[src/rtl/fetch_unit.sv]
// Instruction fetch stage: owns the PC, runs the instruction-memory handshake,
// holds the fetched instruction for execute and resolves the next PC on completion.
module fetch_unit #(
   parameter logic [31:0] RESET_PC = 32'h0000_0000
) (
   input  logic        clk_i,
   input  logic        rst_i,
   output logic        mem_req_o,
   output logic [31:0] mem_addr_o,
   input  logic        mem_ready_i,
   input  logic [31:0] mem_rdata_i,
   output logic [31:0] instr_o,
   output logic [5:0]  opcode_o,
   output logic [5:0]  func_o,
   output logic        instr_valid_o,
   output logic [31:0] pc_o,
   output logic [31:0] link_addr_o,
   input  logic        exec_done_i,
   input  logic        halted_i,
   input  logic        branch_i,
   input  logic        branch_taken_i,
   input  logic        jump_i,
   input  logic        jump_register_i,
   input  logic [31:0] jr_target_i,
   output logic        halt_out_o,
   output logic        fault_o,
   output logic [31:0] retired_o
);

   typedef enum logic [1:0] {
      IDLE  = 2'd0,
      FETCH = 2'd1,
      ISSUE = 2'd2,
      HALT  = 2'd3
   } state_e;

   state_e      state_q;
   logic        armed_q;
   logic [31:0] pc_q;
   logic [31:0] instr_q;
   logic [31:0] retired_q;
   logic        mem_req_q;
   logic        instr_valid_q;
   logic        halt_q;
   logic        fault_q;

   logic [31:0] link_addr;
   logic [31:0] pc_d;
   logic        jr_misaligned;

   assign link_addr     = pc_q + 32'd4;
   assign jr_misaligned = jump_register_i && (jr_target_i[1:0] != 2'b00);

   // Next-PC selection for the non-halting outcomes, highest priority first.
   always_comb begin
      pc_d = link_addr;
      if (jump_register_i) begin
         pc_d = jr_target_i;
      end else if (jump_i) begin
         pc_d = {link_addr[31:28], instr_q[25:0], 2'b00};
      end else if (branch_i && branch_taken_i) begin
         pc_d = link_addr + {{14{instr_q[15]}}, instr_q[15:0], 2'b00};
      end else begin
         pc_d = link_addr;
      end
   end

   always_ff @(posedge clk_i or posedge rst_i) begin
      if (rst_i) begin
         state_q       <= IDLE;
         armed_q       <= 1'b0;
         pc_q          <= RESET_PC;
         instr_q       <= 32'h0000_0000;
         retired_q     <= 32'h0000_0000;
         mem_req_q     <= 1'b0;
         instr_valid_q <= 1'b0;
         halt_q        <= 1'b0;
         fault_q       <= 1'b0;
      end else begin
         case (state_q)
            // The first edge after reset release only arms the start.
            IDLE: begin
               if (armed_q) begin
                  state_q   <= FETCH;
                  mem_req_q <= 1'b1;
               end else begin
                  armed_q <= 1'b1;
               end
            end
            FETCH: begin
               if (mem_ready_i) begin
                  instr_q       <= mem_rdata_i;
                  mem_req_q     <= 1'b0;
                  instr_valid_q <= 1'b1;
                  state_q       <= ISSUE;
               end
            end
            ISSUE: begin
               if (exec_done_i) begin
                  retired_q     <= retired_q + 32'd1;
                  instr_valid_q <= 1'b0;
                  if (halted_i) begin
                     halt_q  <= 1'b1;
                     state_q <= HALT;
                  end else if (jr_misaligned) begin
                     fault_q <= 1'b1;
                     halt_q  <= 1'b1;
                     state_q <= HALT;
                  end else begin
                     pc_q      <= pc_d;
                     mem_req_q <= 1'b1;
                     state_q   <= FETCH;
                  end
               end
            end
            HALT: begin
               mem_req_q     <= 1'b0;
               instr_valid_q <= 1'b0;
               halt_q        <= 1'b1;
            end
            default: begin
               state_q       <= IDLE;
               armed_q       <= 1'b0;
               mem_req_q     <= 1'b0;
               instr_valid_q <= 1'b0;
            end
         endcase
      end
   end

   assign mem_req_o     = mem_req_q;
   assign mem_addr_o    = pc_q;
   assign instr_o       = instr_q;
   assign opcode_o      = instr_q[31:26];
   assign func_o        = instr_q[5:0];
   assign instr_valid_o = instr_valid_q;
   assign pc_o          = pc_q;
   assign link_addr_o   = link_addr;
   assign halt_out_o    = halt_q;
   assign fault_o       = fault_q;
   assign retired_o     = retired_q;

endmodule

[config.mk]
export PLATFORM = sky130hd
export DESIGN_NAME = fetch_unit
export DESIGN_NICKNAME = d
export VERILOG_FILES = /design/src/rtl/fetch_unit.sv
export SDC_FILE = /design/constraint.sdc
export NUM_CORES = 1
export LEC_CHECK = 0
export ABC_AREA = 1
export CAP_MARGIN = 20
export CORE_UTILIZATION = 44
export CTS_CLUSTER_DIAMETER = 40
export CTS_CLUSTER_SIZE = 28
export DETAILED_ROUTE_END_ITERATION = 10
export GPL_TIMING_DRIVEN = 0
export HOLD_SLACK_MARGIN = 0.15
export PLACE_DENSITY = 0.77
export RECOVER_POWER = 50
export SLEW_MARGIN = 30
export SYNTH_ARGS = -nofsm -noshare
export SYNTH_HDL_FRONTEND = slang
export SYNTH_SLANG_ARGS = --single-unit
[constraint.sdc]
create_clock -name clk_i -period 3.03 [get_ports clk_i]
set_input_delay 0.4545 -clock clk_i [delete_from_list [all_inputs] [get_ports clk_i]]
set_output_delay 0.4545 -clock clk_i [all_outputs]
set_load 0.03 [all_outputs]
==> metrics.cfg, run 1 <==
[clock_tree]
cts_buffer_depth = 2
cts_sinks = 103
numCtsBuffers = 9
clk_pin_slew_ns = 0.08
clock-root-buffer = clkbuf_16
h-tree-depth = 3
clock_insertion_delay_worst_skew_ns = 0.35
cts_tree = yes

[finish]
final_cell_mix = nand2_1, clkdlybuf4s50_1, inv_1, nor2_1
regArea_um2 = 2600
antennaDiodeCount = 0
final_common_cell = nand2_1
final_cell_count_no_fill = 1797
final_core_util_pct = 66.4
drive_above_1_share_pct = 20.1
multi_input_area_um2 = 5450
fillers = 1589
area_growth_pct = 46.8
nNetsFinal = 1647

[worst_setup_path]
crit_path_top_delay_cell = dfrtp_2
crit_top_cell = nand2_1
r2r_cells = 20
cp_top_family = simple AND/OR/NAND/NOR gates
worstPathArrival_ns = 3.39
reg2reg_to = mem_addr_o[20]
endpoint = mem_addr_o[20]
reg2reg_setup_slack_ns = -0.11
cp_data_required_time_ns = 3.28
end_kind = flip-flop
r2r-start = mem_addr_o[3]
crit_chain = buf_4 > nand2_2 > nor2_4 > nand2_4 > nor2_4 > nand2_2 > xor2_2 > buf_4 > ha_1 > nand2_1 > nand2_1 > nor2_1 > nand2_1 > inv_1 > nand2_1 > nand2_1 > nand3_1 > nand3_1 > nand2_1 > o21ai_1
critical_path_depth = 20
crit_buf_inv = 3
critPathKind = flip-flop to flip-flop
crit_path_max_fanout = 4
cp-start-kind = flip-flop
critPathMaxStageDelay_ns = 0.41
crit_start = mem_addr_o[3]

[run_status]
violations = negative setup slack
outcome = complete, but fails checks

[power]
power_density_nw_per_um2 = 1220
ir_drop_mv = 0.587
total_leakage_power_nw = 6.09
power_mw = 15.3

[timing]
max_freq_mhz = 318
hold_slack_ns = 0.450
max_slew_margin_pct = 14.5
final.min_clock_period_ns = 3.14
finalSetupViolCount = 9
final_hold_viol_count = 0
period_share_pct = 104
fin_skew_ns = 0.0157
worstMarginPinSlew_ns = 1.28
drv_slew = 0
fin_ws_ns = -0.111
rsz0062_at_grt = yes

[floorplanning]
rows = 50
dieHeight_um = 141
dieArea_um2 = 19900
start_util_pct = 45.2
core-area_um2 = 18800
die_w_um = 141
ios = 249

[logic_synthesis]
syn-mean-instance-area_um2 = 6.91
ys_seq_elements = 103
synth.cell_area_um2 = 8520
synthArstFlopShare_pct = 100
yosysWarnings = 0
yosys.cell_types.count = 50
syn_nets = 1347
synthCells = 1232
synth-edff-count = 0
yosysSeqAreaShare_pct = 30.3
ys.flop_type = dfrtp_1

[detailed_routing]
vias_per_cell = 5.35
num_vias = 9614
drt-initial-drc-count = 669
firstDrtPassIters = 5
post_drt_wl_per_cell_um = 17.9
drc_errors = 0
ant_nets = 0
wl_mm = 32.2

[global_routing]
antenna_found_initial = 0
grt_usage_pct = 30.7
grt_max_degree = 28
grt_pass1_vias = 8704
grt_pass1_wl_mm = 46.9
grt.overflow.total = 0

[place]
gp_congestion = 0.955
dp_slack_ns = -0.453
port_buffers = 248
dpl.cell_count = 1744
hpwl_mm = 24.5

[flow_run]
drv_cap = 0

[worst_hold_path]
hold_path.class = flip-flop to flip-flop

-- what timing repair did --
action	CTS	global route
setup buffers	8	29
hold buffers	0	0
setup endpoints to repair	34	31
pin swaps	4	33
resized for setup	46	103
-- cells in the mapped netlist (6+ instances only) --
master,instances,area (um^2)
ha_1,41,513
dfrtp_1,103,2580
nor2_1,131,492
xor2_1,35,307
nand4_1,13,81.3
nor2_2,7,43.8
o21ai_1,14,70.1
nand2_1,364,1370
buf_4,46,345
inv_1,163,612
xnor2_1,16,140
inv_2,6,22.5
nand2_2,8,50.1
a21oi_1,32,160
o21ai_0,18,90.1
clkbuf_1,9,33.8
nor3_1,19,95.1
nand3_1,78,390
mux2_2,31,349
buf_2,7,35.0
o22ai_1,21,131
-- area by class of cell --
class | instances | share of cell area, %
Buffer | 67 | 3.46
Tap cell | 260 | 2.60
Sequential cell | 103 | 20.8
Inverter | 170 | 5.11
Clock inverter | 6 | 0.420
Clock buffer | 10 | 1.83
Timing Repair Buffer | 289 | 22.2
Multi-Input combinational cell | 892 | 43.5
-- registers in the layout (all words and copies together), names as in the netlist --
| signal | flops |
|---|---|
| fault_o | 1 |
| instr_valid_o | 1 |
| armed_q | 1 |
| mem_req_o | 1 |
| retired_o | 32 |
| mem_addr_o | 32 |
| halt_out_o | 1 |
| instr_o | 32 |
| state_q | 2 |
-- routing by layer --
| layer | track usage, % | part of all wire [%] |
|---|---|---|
| met1 | 40.0 | 40 |
| met2 | 50.4 | 46 |
| met3 | 6.25 | 9.4 |
| met4 | 11.0 | 4.2 |
| met5 | 0 | 0 |
-- through the flow --
step,cell area [um^2],setup TNS [ns]
after floorplan,8620,-0.0123
after global placement,11400,-3.45
after detailed placement,11500,-3.90
after CTS,12000,-0.106
after global routing,12500,-3.68
final,12500,-0.442
-- worst min path at each step --
stage                              from             to  slack (ns)  depth (start not counted)
after floorplan                 armed_q        armed_q        0.41                          2
after global placement          armed_q        armed_q        0.43                          2
after detailed placement        armed_q        armed_q        0.44                          2
after CTS                       armed_q        armed_q        0.46                          2
after global routing      retired_o[31]  retired_o[31]        0.49                          1
final                           armed_q        armed_q        0.45                          2
-- worst register-to-register path: cells and delay by family (launching register included) --
kind / cells / cell delay (ns)
compound gates: 1 / 0.07
xor+xnor: 1 / 0.19
fa+ha+maj: 1 / 0.32
buf+inv: 3 / 0.40
flops: 1 / 0.41
simple gates: 14 / 1.64
-- power breakdown --
part | total (mW) | leakage [nW] | internal, mW | switching [mW]
combinational | 11.4 | 4.70 | 4.52 | 6.93
clock | 1.15 | 0.137 | 0.574 | 0.571
sequential | 2.72 | 1.26 | 1.87 | 0.852
total | 15.3 | 6.09 | 6.97 | 8.35
-- logic make-up (layout without fill, tap and decap cells) --
logic type               Yosys count  count (layout)  share of synthesized area, %
adder cells (fa/ha/maj)           42              42                          6.26
AO/OA/AOI/OAI                    107             107                          7.30
AND/OR/NAND/NOR                  661             661                          34.3
flip-flops                       103             103                          30.3
multiplexers                      31              31                          4.10
buffers and inverters            237             542                          12.6
XOR/XNOR                          51              51                          5.24
Power figures use the tool's default switching activity.
==> run 2, diff against run 1 <==
--- a/config.mk
+++ b/config.mk
@@ -14,7 +14,6 @@
 export GPL_TIMING_DRIVEN = 0
 export HOLD_SLACK_MARGIN = 0.15
 export PLACE_DENSITY = 0.77
-export RECOVER_POWER = 50
 export SLEW_MARGIN = 30
 export SYNTH_ARGS = -nofsm -noshare
 export SYNTH_HDL_FRONTEND = slang
==> run 2 against run 1 <==
  * The run still ends with negative setup slack left
  * Final cell count is the same
  * Count of clock-buffer cells in the layout did not move
  * Worst setup slack better by 0.0059 ns
  * Critical path type unchanged
  * Largest cell class unchanged
==> metrics.cfg, run 2 (synthesis gave the netlist of run 1 again) <==
[timing]
fin_ws_ns = -0.105  ; was -0.111 ns
max_freq_mhz = 319  ; was 318 MHz
period_share_pct = 103  ; was 104%
drv_slew = 0  ; unchanged
rsz0062_at_grt = yes  ; unchanged
finalSetupViolCount = 7  ; was 9
worstMarginPinSlew_ns = 0.799  ; was 1.28 ns
fin_skew_ns = 0.0152  ; was 0.0157 ns
final_hold_viol_count = 0  ; unchanged
final.setup.tns_ns = -0.358  ; was -0.442 ns
max_slew_margin_pct = 46.8  ; was 14.5%
final.min_clock_period_ns = 3.13  ; was 3.14 ns

[clock_tree]
cts_buffer_depth = 2  ; unchanged
clock_insertion_delay_worst_skew_ns = 0.35  ; about the same
clk_pin_slew_ns = 0.08  ; about the same
numCtsBuffers = 9  ; unchanged
cts_hold_buffers = 0  ; unchanged
cts_tree = yes  ; unchanged
clock-root-buffer = clkbuf_16  ; unchanged
h-tree-depth = 3  ; unchanged
cts_sinks = 103  ; unchanged

[place]
gp_congestion = 0.955  ; unchanged
hpwl_mm = 24.5  ; unchanged
port_buffers = 248  ; unchanged
dpl.cell_count = 1744  ; unchanged
dpl-instance-area_um2 = 11500  ; unchanged

[detailed_routing]
ant_nets = 0  ; unchanged
firstDrtPassIters = 5  ; unchanged
drt-initial-drc-count = 696  ; was 669
drc_errors = 0  ; unchanged
vias_per_cell = 5.33  ; was 5.35
num_vias = 9572  ; was 9614
post_drt_wl_per_cell_um = 17.9  ; about the same
wl_mm = 32.2  ; about the same

[global_routing]
grt_max_degree = 28  ; unchanged
grt_pass1_wl_mm = 46.9  ; unchanged
grt_pass1_vias = 8704  ; unchanged
grt_usage_pct = 30.7  ; unchanged
antenna_found_initial = 0  ; unchanged
grt.overflow.total = 0  ; unchanged

[floorplanning]
rows = 50  ; unchanged
dieArea_um2 = 19900  ; unchanged
start_util_pct = 45.2  ; unchanged
dieHeight_um = 141  ; unchanged
core-area_um2 = 18800  ; unchanged
ios = 249  ; unchanged
die_w_um = 141  ; unchanged

[finish]
final_cell_count_no_fill = 1797  ; unchanged
antennaDiodeCount = 0  ; unchanged
area_growth_pct = 48.2  ; was 46.8%
nNetsFinal = 1647  ; unchanged
final_cell_mix = nand2_1, clkdlybuf4s50_1, inv_1, nor2_1  ; unchanged
design_area_um2 = 12600  ; was 12500 um^2
final_core_util_pct = 67.0  ; was 66.4%
drive_above_1_share_pct = 20.7  ; was 20.1%
final_common_cell = nand2_1  ; unchanged
fillers = 1567  ; was 1589

[power]
power_density_nw_per_um2 = 1220  ; about the same
ir_drop_mv = 0.599  ; was 0.587 mV
total_leakage_power_nw = 6.08  ; was 6.09 nW
power_mw = 15.4  ; was 15.3 mW

[worst_setup_path]
crit_path_max_fanout = 4  ; unchanged
cp_data_required_time_ns = 3.27  ; was 3.28 ns
worstPathArrival_ns = 3.37  ; was 3.39 ns
cp-start-kind = flip-flop  ; unchanged
critPathKind = flip-flop to flip-flop  ; unchanged
end_kind = flip-flop  ; unchanged

[worst_hold_path]
hold_path.class = flip-flop to flip-flop  ; unchanged

[flow_run]
drv_cap = 0  ; unchanged

[run_status]
violations = negative setup slack  ; unchanged
outcome = complete, but fails checks  ; unchanged

==> run 2: area by class of cell <==
type / instances / area (um^2) / share of cell area [%]
buffer: 67 / 433 / 3.43
sequential: 103 / 2600 / 20.6
inverter: 170 / 642 / 5.08
clock inverter: 6 / 52.6 / 0.416
timing repair buffer: 289 / 2860 / 22.6
clock buffer: 10 / 229 / 1.81
tap: 260 / 325 / 2.58
multi-input combinational: 892 / 5480 / 43.4
==> run 2: repair_timing <==
action / in CTS / in global routing
gates resized for setup: 46 / 103
setup endpoints to repair: 34 / 31
setup buffers: 8 / 29
pin swaps: 4 / 33
==> run 2: worst max-delay path, stage by stage, from the launching register on <==
cell and delay, ns:
dfrtp_2 0.41, buf_4 0.16, nand2_2 0.09, nor2_4 0.24, nand2_4 0.11, nor2_4 0.17
nand2_2 0.09, xor2_2 0.19, buf_4 0.15, ha_1 0.32, nand2_1 0.08, nand2_1 0.10
a21oi_2 0.22, nand2_2 0.10, a21oi_2 0.16, nand2_1 0.07, nand2_1 0.06, nand3_1 0.12
nand2_1 0.11, a21oi_1 0.06
==> run 2: worst paths after layout <==
check	from	to	slack (ns)	cells past startpoint
min in group asynchronous	rst_i	retired_o[27]	0.46	2
worst max-delay path	mem_addr_o[3]	mem_addr_o[30]	-0.10	19
worst min-delay path	armed_q	armed_q	0.45	2
worst max register to register	mem_addr_o[3]	mem_addr_o[30]	-0.10	19
max in group asynchronous	rst_i	mem_addr_o[16]	1.91	4
worst min register to register	armed_q	armed_q	0.45	2
==> run 2: per-layer routing <==
metal  vias up  GRT usage, %  wire length, um
met3        82          6.25             3240
li1       4459             -                -
met2       534          50.4            15000
met1      4497          40.0            12800
met4         0          11.0             1180
met5         -             0                0
==> run 2: power by group <==
| part | internal (mW) | switching [mW] |
|---|---|---|
| sequential | 1.87 | 0.863 |
| clock | 0.574 | 0.571 |
| combinational | 4.61 | 6.93 |
==> run 2: through the flow <==
step	setup WS, ns	hold WS, ns
after floorplan	-0.0123	0.415
after global placement	-0.406	0.432
after detailed placement	-0.453	0.438
after CTS	-0.0412	0.456
after global routing	-0.275	0.492
final	-0.105	0.450
